File: config.mk
export PLATFORM = sky130hd
export DESIGN_NAME = video_pattern_gen_flat
export DESIGN_NICKNAME = d
export VERILOG_FILES = /design/src/rtl/video_pattern_gen_if.sv /design/src/rtl/video_pattern_gen.sv /design/src/flat_wrapper.sv
export SDC_FILE = /design/constraint.sdc
export NUM_CORES = 1
export LEC_CHECK = 0
export BUFFER_PORTS_ARGS = -buffer_cell sky130_fd_sc_hd__buf_2
export CORE_ASPECT_RATIO = 2
export CORE_MARGIN = 3
export CORE_UTILIZATION = 50
export DETAILED_ROUTE_END_ITERATION = 7
export GPL_TIMING_DRIVEN = 0
export MAX_ROUTING_LAYER = met4
export PLACE_DENSITY = 0.74
export REMOVE_ABC_BUFFERS = 1
export SLEW_MARGIN = 0
export SYNTH_ARGS = -nofsm -noshare
export SYNTH_HDL_FRONTEND = slang
export SYNTH_SLANG_ARGS = --single-unit
File: constraint.sdc
create_clock -name pixel_clk_i -period 5.1 [get_ports pixel_clk_i]
set_input_delay 1.02 -clock pixel_clk_i [delete_from_list [all_inputs] [get_ports pixel_clk_i]]
set_output_delay 1.02 -clock pixel_clk_i [all_outputs]
set_load 0.03 [all_outputs]
File: src/rtl/video_pattern_gen_if.sv
// Raster-in / pixel-out bundle between the timing controller, the pattern generator and the TX.
// The generator takes the slave view; whatever drives the raster takes the master view.
interface video_pattern_gen_if #(
  parameter int unsigned HCNTR_BITS = 11,
  parameter int unsigned VCNTR_BITS = 10,
  parameter int unsigned FC_BITS    = 6
);
  logic [HCNTR_BITS-1:0] hcount_i;
  logic [VCNTR_BITS-1:0] vcount_i;
  logic                  hs_i;
  logic                  vs_i;
  logic                  ad_i;
  logic                  nf_i;
  logic [FC_BITS-1:0]    fc_i;
  logic [1:0]            mode_i;
  logic [23:0]           solid_rgb_i;
  logic [23:0]           rgb_o;
  logic                  de_o;
  logic                  hs_o;
  logic                  vs_o;
  logic                  sof_o;
  logic [1:0]            mode_o;

  modport slave (
    input  hcount_i, vcount_i, hs_i, vs_i, ad_i, nf_i, fc_i, mode_i, solid_rgb_i,
    output rgb_o, de_o, hs_o, vs_o, sof_o, mode_o
  );

  modport master (
    output hcount_i, vcount_i, hs_i, vs_i, ad_i, nf_i, fc_i, mode_i, solid_rgb_i,
    input  rgb_o, de_o, hs_o, vs_o, sof_o, mode_o
  );
endinterface

File: src/rtl/video_pattern_gen.sv
// Two-stage test-pattern source: solid, colour bars, checkerboard, scrolling gradient.
// Mode and solid colour are latched on the new-frame pulse so frames are never torn.
module video_pattern_gen #(
  parameter int unsigned ACTIVE_H_PIXELS = 1280,
  parameter int unsigned ACTIVE_LINES    = 720,
  parameter int unsigned HCNTR_BITS      = 11,
  parameter int unsigned VCNTR_BITS      = 10,
  parameter int unsigned FC_BITS         = 6,
  parameter int unsigned CHK_LOG2        = 5,
  parameter int unsigned DEFAULT_MODE    = 1
) (
  input logic                pixel_clk_i,
  input logic                rst_n_i,
  video_pattern_gen_if.slave vid
);

  localparam int unsigned BarW    = ACTIVE_H_PIXELS / 8;
  localparam int unsigned ColBits = $clog2(BarW + 1);

  typedef enum logic [1:0] {ModeSolid, ModeBars, ModeChecker, ModeGradient} mode_e;

  mode_e       mode_q;
  logic [23:0] solid_q;

  // Running bar position for the pixel after the current one; replaces a divider.
  logic [2:0]         bar_run_q, bar_run_d, bar_cur;
  logic [ColBits-1:0] col_run_q, col_run_d, col_cur;

  // Stage 1
  logic [HCNTR_BITS-1:0] hcount_s1;
  logic [VCNTR_BITS-1:0] vcount_s1;
  logic [FC_BITS-1:0]    fc_s1;
  logic                  hs_s1, vs_s1, ad_s1;
  logic [2:0]            bar_s1;

  // Stage 2
  logic [23:0] rgb_q;
  logic        de_q, hs_q, vs_q, sof_q;

  logic [23:0]        pix_rgb;
  logic [FC_BITS+1:0] fc_x4;
  logic [7:0]         grad_off;
  logic               in_range;

  function automatic logic [23:0] bar_colour(input logic [2:0] bar);
    logic [23:0] c;
    case (bar)
      3'd0:    c = 24'hFFFFFF;
      3'd1:    c = 24'hFFFF00;
      3'd2:    c = 24'h00FFFF;
      3'd3:    c = 24'h00FF00;
      3'd4:    c = 24'hFF00FF;
      3'd5:    c = 24'hFF0000;
      3'd6:    c = 24'h0000FF;
      default: c = 24'h000000;
    endcase
    return c;
  endfunction

  always_comb begin
    if (vid.hcount_i == '0) begin
      bar_cur = '0;
      col_cur = '0;
    end else begin
      bar_cur = bar_run_q;
      col_cur = col_run_q;
    end
    bar_run_d = bar_cur;
    col_run_d = col_cur;
    // Saturate in bar 7 so remainder and blanking pixels stay there.
    if (bar_cur != 3'd7) begin
      if (col_cur == ColBits'(BarW - 1)) begin
        bar_run_d = bar_cur + 3'd1;
        col_run_d = '0;
      end else begin
        col_run_d = col_cur + 1'b1;
      end
    end
  end

  always_ff @(posedge pixel_clk_i or negedge rst_n_i) begin
    if (!rst_n_i) begin
      mode_q  <= mode_e'(DEFAULT_MODE);
      solid_q <= '0;
    end else if (vid.nf_i) begin
      mode_q  <= mode_e'(vid.mode_i);
      solid_q <= vid.solid_rgb_i;
    end
  end

  always_ff @(posedge pixel_clk_i or negedge rst_n_i) begin
    if (!rst_n_i) begin
      bar_run_q <= '0;
      col_run_q <= '0;
      hcount_s1 <= '0;
      vcount_s1 <= '0;
      fc_s1     <= '0;
      hs_s1     <= 1'b0;
      vs_s1     <= 1'b0;
      ad_s1     <= 1'b0;
      bar_s1    <= '0;
    end else begin
      bar_run_q <= bar_run_d;
      col_run_q <= col_run_d;
      hcount_s1 <= vid.hcount_i;
      vcount_s1 <= vid.vcount_i;
      fc_s1     <= vid.fc_i;
      hs_s1     <= vid.hs_i;
      vs_s1     <= vid.vs_i;
      ad_s1     <= vid.ad_i;
      bar_s1    <= bar_cur;
    end
  end

  assign fc_x4    = {fc_s1, 2'b00};
  assign grad_off = 8'(fc_x4);
  assign in_range = (hcount_s1 < HCNTR_BITS'(ACTIVE_H_PIXELS)) &&
                    (vcount_s1 < VCNTR_BITS'(ACTIVE_LINES));

  always_comb begin
    pix_rgb = '0;
    unique case (mode_q)
      ModeSolid:    pix_rgb = solid_q;
      ModeBars:     pix_rgb = bar_colour(bar_s1);
      ModeChecker:  pix_rgb = (hcount_s1[CHK_LOG2] ^ vcount_s1[CHK_LOG2]) ? 24'hFFFFFF : 24'h0;
      ModeGradient: pix_rgb = {hcount_s1[7:0] + grad_off, vcount_s1[7:0], grad_off};
    endcase
  end

  always_ff @(posedge pixel_clk_i or negedge rst_n_i) begin
    if (!rst_n_i) begin
      rgb_q <= '0;
      de_q  <= 1'b0;
      hs_q  <= 1'b0;
      vs_q  <= 1'b0;
      sof_q <= 1'b0;
    end else begin
      rgb_q <= (ad_s1 && in_range) ? pix_rgb : 24'h0;
      de_q  <= ad_s1;
      hs_q  <= hs_s1;
      vs_q  <= vs_s1;
      sof_q <= ad_s1 && (hcount_s1 == '0) && (vcount_s1 == '0);
    end
  end

  assign vid.rgb_o  = rgb_q;
  assign vid.de_o   = de_q;
  assign vid.hs_o   = hs_q;
  assign vid.vs_o   = vs_q;
  assign vid.sof_o  = sof_q;
  assign vid.mode_o = mode_q;

endmodule

File: src/flat_wrapper.sv
// flat-port wrapper written by rule: the top's interface ports become plain ports
module video_pattern_gen_flat 
#(
  parameter int unsigned ACTIVE_H_PIXELS = 1280,
  parameter int unsigned ACTIVE_LINES    = 720,
  parameter int unsigned HCNTR_BITS      = 11,
  parameter int unsigned VCNTR_BITS      = 10,
  parameter int unsigned FC_BITS         = 6,
  parameter int unsigned CHK_LOG2        = 5,
  parameter int unsigned DEFAULT_MODE    = 1
)
  (pixel_clk_i, rst_n_i, vid_hcount_i, vid_vcount_i, vid_hs_i, vid_vs_i, vid_ad_i, vid_nf_i, vid_fc_i, vid_mode_i, vid_solid_rgb_i, vid_rgb_o, vid_de_o, vid_hs_o, vid_vs_o, vid_sof_o, vid_mode_o);
  video_pattern_gen_if #(.HCNTR_BITS(HCNTR_BITS), .VCNTR_BITS(VCNTR_BITS), .FC_BITS(FC_BITS)) vid_i ();
  input logic pixel_clk_i;
  input logic rst_n_i;
  input wire logic [$bits(vid_i.hcount_i)-1:0] vid_hcount_i;
  input wire logic [$bits(vid_i.vcount_i)-1:0] vid_vcount_i;
  input wire logic [$bits(vid_i.hs_i)-1:0] vid_hs_i;
  input wire logic [$bits(vid_i.vs_i)-1:0] vid_vs_i;
  input wire logic [$bits(vid_i.ad_i)-1:0] vid_ad_i;
  input wire logic [$bits(vid_i.nf_i)-1:0] vid_nf_i;
  input wire logic [$bits(vid_i.fc_i)-1:0] vid_fc_i;
  input wire logic [$bits(vid_i.mode_i)-1:0] vid_mode_i;
  input wire logic [$bits(vid_i.solid_rgb_i)-1:0] vid_solid_rgb_i;
  output wire logic [$bits(vid_i.rgb_o)-1:0] vid_rgb_o;
  output wire logic [$bits(vid_i.de_o)-1:0] vid_de_o;
  output wire logic [$bits(vid_i.hs_o)-1:0] vid_hs_o;
  output wire logic [$bits(vid_i.vs_o)-1:0] vid_vs_o;
  output wire logic [$bits(vid_i.sof_o)-1:0] vid_sof_o;
  output wire logic [$bits(vid_i.mode_o)-1:0] vid_mode_o;
  assign vid_i.hcount_i = vid_hcount_i;
  assign vid_i.vcount_i = vid_vcount_i;
  assign vid_i.hs_i = vid_hs_i;
  assign vid_i.vs_i = vid_vs_i;
  assign vid_i.ad_i = vid_ad_i;
  assign vid_i.nf_i = vid_nf_i;
  assign vid_i.fc_i = vid_fc_i;
  assign vid_i.mode_i = vid_mode_i;
  assign vid_i.solid_rgb_i = vid_solid_rgb_i;
  assign vid_rgb_o = vid_i.rgb_o;
  assign vid_de_o = vid_i.de_o;
  assign vid_hs_o = vid_i.hs_o;
  assign vid_vs_o = vid_i.vs_o;
  assign vid_sof_o = vid_i.sof_o;
  assign vid_mode_o = vid_i.mode_o;
  video_pattern_gen #(.ACTIVE_H_PIXELS(ACTIVE_H_PIXELS), .ACTIVE_LINES(ACTIVE_LINES), .HCNTR_BITS(HCNTR_BITS), .VCNTR_BITS(VCNTR_BITS), .FC_BITS(FC_BITS), .CHK_LOG2(CHK_LOG2), .DEFAULT_MODE(DEFAULT_MODE)) u_core (.pixel_clk_i(pixel_clk_i), .rst_n_i(rst_n_i), .vid(vid_i));
endmodule
==> summary.md <==
| Metric | Value |
|---|---|
| Status | finished clean |
| Cell variety after synth | 47 |
| Final GP Congestion | around 0.8 |
| PD cells | around 380 nW/um^2 |
| Die X-Extent | just under 70 microns |
| # diodes | 0 |
| Total wire length | about 8500 microns |
| Multiplexer area fraction after synthesis | 8.82% |
| Reg-to-reg slack, setup | 2.92 ns |
| Total track usage | 20.1% |
| Final hold vios | 0 |
| Setup TNS | 0 ns |
| Worst endpoint data arrival time | 3.47 ns |
| Cell accounting for the most synthesized area | dfrtp_1 |
| FF+latch count, synth | between 90 and 100 |
| Post-Place Cell Area | 4560 sq um |
| Drt wl/cell | 16.7 microns |
| Worst hold stages | 0 |
| Post-DRT Antenna Nets | 0 |
| Fmax | 0.308 GHz |
| Worst-path clk slew | 0.06 ns |
| Post_cts resized | 0 |
| Max-cap viol count | 0 |
| CTS Root Cell | clkbuf_16 |
| Synth Area in Compound Gates | between 10% and 20% |
| Pin count of the biggest net entering global routing | 62 |
| Fillers | between 600 and 700 |
| DR iter-0 viols | 167 |
| Cells after Synth | about 330 |
| Gr ovfl total | 0 |
| Die area | around 9200 sq um |
| Vias in the first global route | about 3000 |
| Worst relative slew slack | between 30% and 40% |
| Leakage | 0.00229 uW |
| Launching point of the worst reg2reg path | u_core.vcount_s1[5]$_DFF_PN0_ |
| Fin crit share | 63.7% |
| Hold_sp | u_core.vs_s1$_DFF_PN0_ |
| Boundary pin count | 89 |
| Top_reg_cell synth | dfrtp_1 |
| RSZ-0062 raised after global routing | no |
| Post-synth EDFFs | 0 |
| Total of warnings raised by yosys | 0 |
| Clock Latency Late Sink | 0.33 ns |
| Top-count cell post-synth | dfrtp_1 |
| Row count | 45 |
| HPWL Detailed | 6380 microns |
| Clock skew | 0.00563 ns |
| Worst hold path type | register to register |
| Design Area, Final | a little under 5000 sq um |
| H-tree level count | 3 |
| Synth top area share | 60.2% |
| Share of cells above drive strength 1 | 34.9% |
| Cts bufs inserted | 9 |
| Synth Area in Adders | 2.98% |
| Crit path kind | input pin to register |
| Area Growth Syn to Fin | 19.8% |
| Crit end category | register |
| # port buffers | 88 |
| Post-Synth XOR/XNOR Area | about 2.4% |
| Total number of vias | 2772 |
| R2R Path End | u_core.vid.rgb_o[22]$_DFF_PN0_ |
| Synth Cell Area | around 4000 sq um |
| Max VDD drop | 0.000328 V |
| Via density | 5.44 |
| Drt first pass iters | 4 |
| Hold buffer count at CTS | 0 |
| Die Span Y | 133 microns |
| Critical Path RT | 5.32 ns |
| CTS tree | yes |
| Final #Nets | 479 |
| Clock sinks | a little under 100 |
| Slew Limit Fails | 0 |
| Worst Max-Slew Pin Slew | 0.944 ns |
| Crit start category | input pin |
| First-pass GRT wire length | 14200 microns |
| Ys async rst share | 100% |
| Syn Area/Cell | 12.4 sq um |
| Core ar. | 7710 sq um |
| Post-synthesis simple-gate area fraction | 11.0% |
| Sequential element share of the synthesized area | 60.9% |
| Initial Util | between 50% and 60% |
| Largest family of logic cells by synthesized area | compound AO/OA/AOI/OAI gates |
| Postcts setup bufs | 0 |
| Hold slack | 0.348 ns |
| Number of antenna violations at the first check in global routing | 0 |
| Synth top cells by count | dfrtp_1 (97), o21ai_0 (38), mux2_2 (26), a21oi_1 (25), and2_1 (21) |
| Longest Clk Path Bufs | 2 |
| Reg2Reg Depth | 4 |
| Fin crit period | 3.25 ns |
| WHS Endpoint | u_core.vid.vs_o$_DFF_PN0_ |
| Final setup vio count | 0 |
| Drc violations | 0 |
| Top post-synthesis cells by area | dfrtp_1 (60%), mux2_2 (7.3%), o21ai_0 (4.7%) |
| Worst-path fanout max | 8 |
==> per-layer routing <==
layer / share of wire [%] / wire length (microns) / track usage [%] / vias up
met5: 0 / 0 / - / -
met4: 2.2 / 183 / 9.13 / 0
met3: 3.6 / 302 / 3.50 / 15
met2: 57 / 4870 / 35.2 / 67
met1: 37 / 3150 / 22.0 / 1366
li1: - / - / - / 1324
==> flip-flops by register name, indices dropped and copies added, names as in the netlist, 2 cells and up <==
name,count
u_core.bar_run_q,3
u_core.bar_s1,3
u_core.vcount_s1,10
u_core.fc_s1,6
u_core.vid.rgb_o,24
u_core.hcount_s1,11
u_core.solid_q,24
u_core.vid.mode_o,2
u_core.col_run_q,8
==> power by group <==
group / switching, uW / internal, uW
combinational: 177 / 137
sequential: 71.7 / 856
clock: 263 / 343
==> kinds of logic after synthesis <==
kind of cell / Yosys count
AOI/OAI and AO/OA: 83
xor gates and xnor gates: 10
adders and majority gates: 9
buffers and inverters: 18
DFF: 98
muxes: 30
and+or+nand+nor: 77
==> critical path, cell delays in order <==
cell and delay [ns]:
buf_2 0.11, nor4_2 0.33, nand3_2 0.22, and2_1 0.25, ha_1 0.22, ha_1 0.26, and3b_1 0.29, nand4_1 0.17
nor2_2 0.26, mux2_4 0.32
==> cell type report <==
type | count | area [sq um] | area share (%)
sequential | 98 | 2450 | 50.8
multi-input combinational | 209 | 1500 | 31.1
timing repair buffer | 89 | 470 | 9.74
clock buffer | 13 | 250 | 5.18
tap | 94 | 118 | 2.44
clock inverter | 3 | 17.5 | 0.363
inverter | 4 | 15.0 | 0.311
==> cells in the final DEF (no fill, tap or decap), types with 3 or more instances in the layout <==
cell,instances
dfrtp_1,96
buf_2,87
o21ai_0,38
mux2_2,26
a21oi_1,25
and2_1,21
nor2_1,17
nand2_1,9
clkbuf_16,9
ha_1,8
o21a_1,6
xor2_1,5
inv_1,4
nand4_1,4
xnor2_1,4
nor4_1,4
nor4_2,3
nor3_1,3
nand3_1,3
clkbuf_1,3
==> through the flow <==
stage | setup slack [ns] | cells | utilization [%] | total power (uW)
floorplan | 1.93 | 311 | - | 1140
global placement | 1.54 | 493 | 58.7 | 1240
detailed placement | 1.50 | 494 | 59.1 | 1260
CTS | 1.86 | 510 | 62.6 | 1870
global route | 1.71 | 510 | 62.6 | 1940
finish | 1.85 | 510 | 62.6 | 1850
==> worst max-delay path by stage <==
stage                                from                       endpoint  slack [ns]
after floorplan           vid_hcount_i[6]  u_core.bar_run_q[1]$_DFF_PN0_        1.93
after global placement    vid_hcount_i[6]  u_core.bar_run_q[2]$_DFF_PN0_        1.54
after detailed placement  vid_hcount_i[6]  u_core.bar_run_q[2]$_DFF_PN0_        1.50
after CTS                 vid_hcount_i[6]  u_core.bar_run_q[1]$_DFF_PN0_        1.86
after global routing      vid_hcount_i[5]  u_core.bar_run_q[1]$_DFF_PN0_        1.71
final                     vid_hcount_i[6]  u_core.bar_run_q[1]$_DFF_PN0_        1.85
Power figures use the tool's default switching activity.
